[src/rtl/clint_ctrl.sv]
// rtl/clint_ctrl.sv - core-local interrupt controller: trap entry/exit CSR write sequencer
module clint_ctrl #(
   parameter int DATA_WIDTH = 32,
   parameter int CSR_AW     = 12
) (
   input  logic                  clk,
   input  logic                  rst_n,
   input  logic [31:0]           inst_i,
   input  logic [31:0]           inst_addr_i,
   input  logic                  jump_flag_i,
   input  logic [31:0]           jump_addr_i,
   input  logic [7:0]            int_flag_i,
   input  logic                  global_int_en_i,
   input  logic [DATA_WIDTH-1:0] csr_mtvec_i,
   input  logic [DATA_WIDTH-1:0] csr_mepc_i,
   input  logic [DATA_WIDTH-1:0] csr_mstatus_i,
   output logic                  we_o,
   output logic [31:0]           waddr_o,
   output logic [DATA_WIDTH-1:0] data_o,
   output logic                  hold_flag_o,
   output logic                  int_assert_o,
   output logic [DATA_WIDTH-1:0] int_addr_o
);

   localparam logic [31:0] INST_ECALL  = 32'h0000_0073;
   localparam logic [31:0] INST_EBREAK = 32'h0010_0073;
   localparam logic [31:0] INST_MRET   = 32'h3020_0073;

   localparam logic [CSR_AW-1:0] CSR_MSTATUS = CSR_AW'(12'h300);
   localparam logic [CSR_AW-1:0] CSR_MEPC    = CSR_AW'(12'h341);
   localparam logic [CSR_AW-1:0] CSR_MCAUSE  = CSR_AW'(12'h342);

   localparam logic [DATA_WIDTH-1:0] CAUSE_ECALL  = DATA_WIDTH'(32'd11);
   localparam logic [DATA_WIDTH-1:0] CAUSE_EBREAK = DATA_WIDTH'(32'd3);
   localparam logic [DATA_WIDTH-1:0] CAUSE_ASYNC  = DATA_WIDTH'(32'h8000_0007);

   // mstatus bit positions touched on trap entry and return
   localparam int MIE_BIT  = 3;
   localparam int MPIE_BIT = 7;

   typedef enum logic [2:0] {
      IDLE      = 3'd0,
      W_MEPC    = 3'd1,
      W_MSTATUS = 3'd2,
      W_MCAUSE  = 3'd3,
      W_MRET    = 3'd4,
      ASSERT    = 3'd5
   } state_t;

   state_t                state_q, state_d;
   logic [DATA_WIDTH-1:0] cause_q, cause_d;
   logic [DATA_WIDTH-1:0] epc_q, epc_d;
   logic                  mret_q, mret_d;

   logic                  ev_ecall, ev_ebreak, ev_mret, ev_async;
   logic [CSR_AW-1:0]     waddr_sel;

   // Event decode; nothing is detected while reset is held so outputs stay quiet
   always_comb begin
      ev_ecall  = rst_n && (inst_i == INST_ECALL);
      ev_ebreak = rst_n && (inst_i == INST_EBREAK);
      ev_mret   = rst_n && (inst_i == INST_MRET);
      ev_async  = rst_n && (int_flag_i != 8'h00) && global_int_en_i;
   end

   // Next-state, captured trap context and all outputs
   always_comb begin
      state_d      = state_q;
      cause_d      = cause_q;
      epc_d        = epc_q;
      mret_d       = mret_q;
      hold_flag_o  = 1'b0;
      we_o         = 1'b0;
      waddr_sel    = '0;
      data_o       = '0;
      int_assert_o = 1'b0;
      int_addr_o   = '0;

      case (state_q)
         IDLE: begin
            // Synchronous exceptions outrank MRET, which outranks async interrupts
            if (ev_ecall) begin
               hold_flag_o = 1'b1;
               cause_d     = CAUSE_ECALL;
               epc_d       = DATA_WIDTH'(inst_addr_i);
               mret_d      = 1'b0;
               state_d     = W_MEPC;
            end else if (ev_ebreak) begin
               hold_flag_o = 1'b1;
               cause_d     = CAUSE_EBREAK;
               epc_d       = DATA_WIDTH'(inst_addr_i);
               mret_d      = 1'b0;
               state_d     = W_MEPC;
            end else if (ev_mret) begin
               hold_flag_o = 1'b1;
               mret_d      = 1'b1;
               state_d     = W_MRET;
            end else if (ev_async) begin
               // A redirect in flight means inst_addr_i will never retire; resume at the target
               hold_flag_o = 1'b1;
               cause_d     = CAUSE_ASYNC;
               epc_d       = jump_flag_i ? DATA_WIDTH'(jump_addr_i) : DATA_WIDTH'(inst_addr_i);
               mret_d      = 1'b0;
               state_d     = W_MEPC;
            end
         end

         W_MEPC: begin
            hold_flag_o = 1'b1;
            we_o        = 1'b1;
            waddr_sel   = CSR_MEPC;
            data_o      = epc_q;
            state_d     = W_MSTATUS;
         end

         W_MSTATUS: begin
            // Save MIE into MPIE and disable interrupts for the handler
            hold_flag_o        = 1'b1;
            we_o               = 1'b1;
            waddr_sel          = CSR_MSTATUS;
            data_o             = csr_mstatus_i;
            data_o[MPIE_BIT]   = csr_mstatus_i[MIE_BIT];
            data_o[MIE_BIT]    = 1'b0;
            state_d            = W_MCAUSE;
         end

         W_MCAUSE: begin
            hold_flag_o = 1'b1;
            we_o        = 1'b1;
            waddr_sel   = CSR_MCAUSE;
            data_o      = cause_q;
            state_d     = ASSERT;
         end

         W_MRET: begin
            // Restore MIE from MPIE and set MPIE
            hold_flag_o        = 1'b1;
            we_o               = 1'b1;
            waddr_sel          = CSR_MSTATUS;
            data_o             = csr_mstatus_i;
            data_o[MIE_BIT]    = csr_mstatus_i[MPIE_BIT];
            data_o[MPIE_BIT]   = 1'b1;
            state_d            = ASSERT;
         end

         ASSERT: begin
            hold_flag_o  = 1'b1;
            int_assert_o = 1'b1;
            int_addr_o   = mret_q ? csr_mepc_i : csr_mtvec_i;
            state_d      = IDLE;
         end

         default: begin
            state_d = IDLE;
         end
      endcase

      waddr_o = 32'(waddr_sel);
   end

   // State and trap-context registers
   always_ff @(posedge clk) begin
      if (!rst_n) begin
         state_q <= IDLE;
         cause_q <= '0;
         epc_q   <= '0;
         mret_q  <= 1'b0;
      end else begin
         state_q <= state_d;
         cause_q <= cause_d;
         epc_q   <= epc_d;
         mret_q  <= mret_d;
      end
   end

endmodule
[config.mk]
export PLATFORM = sky130hd
export DESIGN_NAME = clint_ctrl
export DESIGN_NICKNAME = d
export VERILOG_FILES = /design/src/rtl/clint_ctrl.sv
export SDC_FILE = /design/constraint.sdc
export NUM_CORES = 1
export LEC_CHECK = 0
export ABC_CLOCK_PERIOD_IN_PS = 3550
export BUFFER_PORTS_ARGS = -buffer_cell sky130_fd_sc_hd__buf_2
export CAP_MARGIN = 40
export CELL_PAD_IN_SITES_DETAIL_PLACEMENT = 1
export CELL_PAD_IN_SITES_GLOBAL_PLACEMENT = 1
export CORE_AREA = 2 2 119 121
export DETAILED_ROUTE_END_ITERATION = 16
export DIE_AREA = 0 0 121 123
export MAX_ROUTING_LAYER = met4
export PLACE_DENSITY = 0.81
export SYNTH_ARGS = -nofsm -noshare
export SYNTH_HDL_FRONTEND = slang
export SYNTH_SLANG_ARGS = --single-unit
[constraint.sdc]
create_clock -name clk -period 3.55 [get_ports clk]
set_input_delay 0.355 -clock clk [delete_from_list [all_inputs] [get_ports clk]]
set_output_delay 0.355 -clock clk [all_outputs]
set_load 0.1 [all_outputs]
## Word-level counts from Yosys, hierarchy flattened

Cells that the tools add are included.

| word-level totals | value |
|---|---|
| flip-flop bits (word level) | 68 |
| output and inout bits | 99 |
| input bits | 204 |
| word-level logic and storage cells | 58 |

| cells by class | value |
|---|---|
| reductions and logical operators | 15 |
| equality and inequality tests | 10 |
| muxes and demuxes | 29 |

Operator list:

| operator | count |
|---|---|
| 32-bit 2-to-1 mux | 11 |
| 32-bit one-hot mux with 4 select lines | 1 |
| 32-bit by 21-bit equality test with 1-bit output (second input constant) | 1 |
| 32-bit by 30-bit equality test with 1-bit output (second input constant) | 1 |
| 32-bit by 7-bit equality test with 1-bit output (second input constant) | 1 |
| 10-bit one-hot mux with 3 select lines | 1 |
| 3-bit 2-to-1 mux | 4 |
| 3-bit one-hot mux with 4 select lines | 1 |
| 1-bit 2-to-1 mux | 10 |
| 8-bit nonzero test | 1 |
| 3-bit by 2-bit equality test with 1-bit output (second input constant) | 2 |
| 3-bit equality test (second input constant) | 2 |
| 1-bit logical AND | 5 |
| 5-bit inequality test (second input constant) | 1 |
| 5-bit OR reduction | 1 |
| 4-bit nonzero test | 1 |
| 2-bit OR reduction | 2 |
| 4-bit OR reduction | 1 |
| 3-bit by 1-bit equality test with 1-bit output (second input constant) | 1 |
| 3-bit logical NOT | 1 |
| 3-bit inequality test (second input constant) | 1 |
| 3-bit AND reduction | 1 |
| 3-bit nonzero test | 1 |
| 1-bit one-hot mux with 2 select lines | 1 |
| 2-bit AND reduction | 1 |

## Logic depth before layout (Yosys ltp)

| logic depth | value |
|---|---|
| depth in word-level cells | 8 |
| depth in mapped cells | 9 |
| gate-level depth less buffers | 5 |

## Worst setup path after synthesis

Ideal clock, no wire load.

| path | value |
|---|---|
| path kind | input-to-output |
| from | input port inst_i[11] |
| to | output port hold_flag_o |
| buffers on the path | 1 |
| stages | 6 |
| arrival time | 3.239 ns |
| setup slack | -0.044 ns |
| required time | 3.195 ns |
| cells stage by stage | nor4_2 nand4_2 o41ai_4 buf_2 nand2_1 a22oi_1 |

| between the ends | value |
|---|---|
| longest elaborated chain between the ends | 6 |
| elaborated cells between the ends (all ways) | 10 |
| classes of those cells | 3 x eq/ne; 4 x mux; 3 x reduce/logical |

Ends and longest elaborated chain:

| what | line | source |
|---|---|---|
| from (decl) | 8 | `input logic [31:0] inst_i,` |
| 32-bit by 30-bit equality test with 1-bit output | 62 | `ev_mret = rst_n && (inst_i == INST_MRET);` |
| 1-bit logical AND | 62 |  |
| 1-bit 2-to-1 mux | 94 | `end else if (ev_mret) begin` |
| 1-bit 2-to-1 mux | 88 | `end else if (ev_ebreak) begin` |
| 1-bit 2-to-1 mux (*) | 82 | `if (ev_ecall) begin` |
| 1-bit one-hot mux with 2 select lines (*) | 79 | `case (state_q)` |
| to (decl) | 20 | `output logic hold_flag_o,` |

Every way passes the cells marked *; elsewhere a longest branch is shown, timed or not.

## Worst setup path after layout

| path | value |
|---|---|
| from | register state_q[1] |
| to | output port data_o[5] |

| between the ends | value |
|---|---|
| longest elaborated chain between the ends | 2 |
| elaborated cells between the ends (all ways) | 5 |
| classes of those cells | 4 x eq/ne; 1 x mux |

Ends and longest elaborated chain:

| what | line | source |
|---|---|---|
| from (decl) | 50 | `state_t state_q, state_d;` |
| from (signal assigned) | 169 | `state_q <= state_d;` |
| 3-bit equality test (tied with other cells) | 79 |  |
| 32-bit one-hot mux with 4 select lines (*) | 79 |  |
| to (decl) | 19 | `output logic [DATA_WIDTH-1:0] data_o,` |

Marked as above.

==> flow_metrics.tcl <==
set metrics [dict create \
    status "finished, final reports clean" \
    synthTopCellsByCount "sky130_fd_sc_hd__mux2i_1, sky130_fd_sc_hd__dfxtp_1, sky130_fd_sc_hd__a31oi_1, sky130_fd_sc_hd__nor2_1" \
    globalRoute.totalOverflow 0 \
    synth_simple_gate_area_share_pct 12.16 \
    ys_async_sr_fraction_pct 0 \
    initial_utilization_pct 24.86 \
    critical_path.max_stage_delay_ns 0.91 \
    synthesis.instances 376 \
    antenna_found_initial 0 \
    tritoncts.num_buffers 5 \
    numClockSinks 39 \
    cap_violations 0 \
    htree_levels 2 \
    clk-insertion-delay-late_ns 0.28 \
    ys_ff_latch 39 \
    finalSetupViolCount 0 \
    viasPerCell 4.693 \
    routed_wire_length_per_instance_um 16.37 \
    drive_gt1_share_pct 53.90 \
    first_pass_iters 4 \
    finalCritPeriodShare_pct 80.31 \
    detail-route-antenna-nets 0 \
    pwr_density_cell_nw_per_um2 407.5 \
    cts_setup_buffers 0 \
    synth_adder_area_share_pct 0 \
    grt_start_max_net_pins 43 \
    hold_ws_ns 0.4329 \
    nets 832 \
    die_w_um 121 \
    period_minus_slack_ns 2.851 \
    fp.coreArea_um2 13610 \
    yosysSeqAreaShare_pct 23.07 \
    critPathKind "reg -> out" \
    min-delay-path-class "in -> reg" \
    rsz_0062_raised_after_global_routing "false" \
    die_h_um 123 \
    rows 43 \
    timing.critical_path.max_delay_family "flip-flops" \
    detailed_place_hpwl_um 10330 \
    cp-end-kind "output pin" \
    synth_edf_count 0 \
    gp_routability_congestion 0.7603 \
    synth.area.mux_share_pct 19.56 \
    synth_top_cell_by_area "sky130_fd_sc_hd__dfxtp_1" \
    synth.cell_area_um2 3384 \
    drc 0 \
    worst-path-max-fanout 28 \
    post-place-cells 801 \
    final_hold_viol_count 0 \
    post_synth_xor_area_fraction_pct 0.2588 \
    design_power_total_mw 2.023 \
    floorplan.io_pins 303 \
    vias 3797 \
    crit_path_cell_trace "nand2_1, a21oi_2, buf_4, a22o_1, buf_2" \
    grt_first_pass_wirelength_um 19540 \
    gr-usage-all-layers_pct 16.79 \
    synth_top_family_by_area "compound AO/OA/AOI/OAI gates" \
    ctsLongestPathBuffers 2 \
    p_leak_nw 2.416 \
    critical_path.startpoint_type "flip-flop" \
    portBuffers 275 \
    synth.most_common_cell "sky130_fd_sc_hd__mux2i_1" \
    root_buffer "sky130_fd_sc_hd__clkbuf_16" \
    postRouteWirelength_um 13240 \
    fmaxAchievable_mhz 350.8 \
    detailedPlace.worstSlack_ns 0.7148 \
    synthFlopType "sky130_fd_sc_hd__dfxtp_1" \
    cts.reportedPaths.clkPinSlew_ns 0.06 \
    die_area_um2 14880 \
    timing.critical_path.buf_inv 2 \
    first_global_vias 3861 \
    synth.area.top_cells "sky130_fd_sc_hd__dfxtp_1, sky130_fd_sc_hd__mux2i_1, sky130_fd_sc_hd__a211oi_2" \
    peakVddDrop_uv 248.3 \
    required_ns 3.19 \
    finalSetupTns_ns 0 \
    detailedRoute.firstIterationViolations 170 \
    avgSynthCellArea_um2 9.001 \
    worstMarginPinSlew_ns 0.9109 \
    report.final.slew_viol_count 0 \
    synth_compound_area_share_pct 31.79 \
    synthToLayoutAreaGrowth_pct 46.69 \
    post_cts_resize_count 0 \
    stdcell_count 809 \
    tritoncts_clock_tree "done" \
    timing.slew.headroom_pct 39.19 \
    netlist.area_leader.share_pct 23.07 \
    fin_ws_ns 0.6991 \
    synthDistinctLibCells 43 \
    worst-endpoint-arrival_ns 2.50 \
    ys_warn_count 0 \
    antenna_cells 0 \
    ctsHoldBuffers 0 \
    cp_slowest_cell "sky130_fd_sc_hd__dfxtp_1" \
    final.setup_skew_ns 0.006909 \
]
-- path summary, 6_finish.rpt --
check / slack, ns / start / cells after the start / end
setup reg to reg: 1.49 / state_q[1] / 5 / epc_q[26]
hold / removal: 0.43 / jump_addr_i[24] / 3 / epc_q[24]
hold reg to reg: 0.49 / cause_q[1] / 1 / cause_q[1]
setup / recovery: 0.70 / state_q[1] / 5 / data_o[5]
-- metrics by stage --
| stage | utilization, % | cell area, µm² |
|---|---|---|
| finish | 36.47 | 4965 |
| global route | 36.47 | 4965 |
| CTS | 36.47 | 4965 |
| detailed placement | 35.30 | 4805 |
| global placement | 35.15 | 4785 |
| floorplan | - | 3487 |
-- worst min-delay path, cell delays in order --
cell,delay [ns]
sky130_fd_sc_hd__buf_2,0.10
sky130_fd_sc_hd__mux2i_1,0.12
sky130_fd_sc_hd__a211oi_1,0.09
-- cells by family after synthesis --
family,after synthesis
compound gates,121
other cells,1
simple gates,74
buf+inv,74
mux,66
xor+xnor,1
flops,39
-- state kept, by name (all words and copies together) (netlist names) --
register,count
epc_q,32
mret_q,1
state_q,3
cause_q,3
-- power by group --
group | internal [mW] | switching [mW]
clock | 0.299 | 0.182
combinational | 0.264 | 0.766
sequential | 0.478 | 0.0338
-- placed cells by master, fill, tap and decap left out, types with 4 or more instances in the layout --
cell type	n
sky130_fd_sc_hd__or4_1	5
sky130_fd_sc_hd__conb_1	27
sky130_fd_sc_hd__nand2b_1	7
sky130_fd_sc_hd__mux2i_1	65
sky130_fd_sc_hd__nand2_1	8
sky130_fd_sc_hd__o21a_1	5
sky130_fd_sc_hd__a21oi_1	4
sky130_fd_sc_hd__o21ai_0	6
sky130_fd_sc_hd__dfxtp_1	38
sky130_fd_sc_hd__nor2_1	33
sky130_fd_sc_hd__inv_1	6
sky130_fd_sc_hd__clkbuf_16	5
sky130_fd_sc_hd__buf_4	9
sky130_fd_sc_hd__a31oi_1	34
sky130_fd_sc_hd__buf_2	274
sky130_fd_sc_hd__a311o_1	4
sky130_fd_sc_hd__nor3_1	4
sky130_fd_sc_hd__a211oi_2	30
sky130_fd_sc_hd__a22o_1	26
-- routing by layer --
metal	part of all wire [%]	vias up	track usage, %
met5	0	-	-
li1	-	1879	-
met1	44	1799	21.22
met3	4.4	6	2.399
met2	51	113	29.35
met4	0.57	0	2.035
-- area by class of cell --
type	count	area (µm²)
multi-input cells	289	2272
clock inverters	1	7.507
inverters	7	26.28
well taps	180	225.2
flip-flops and latches	39	782.0
repair buffers	286	1499
fillers	1713	8647
clock buffers	7	152.6
(Power assumes the default switching activity.)
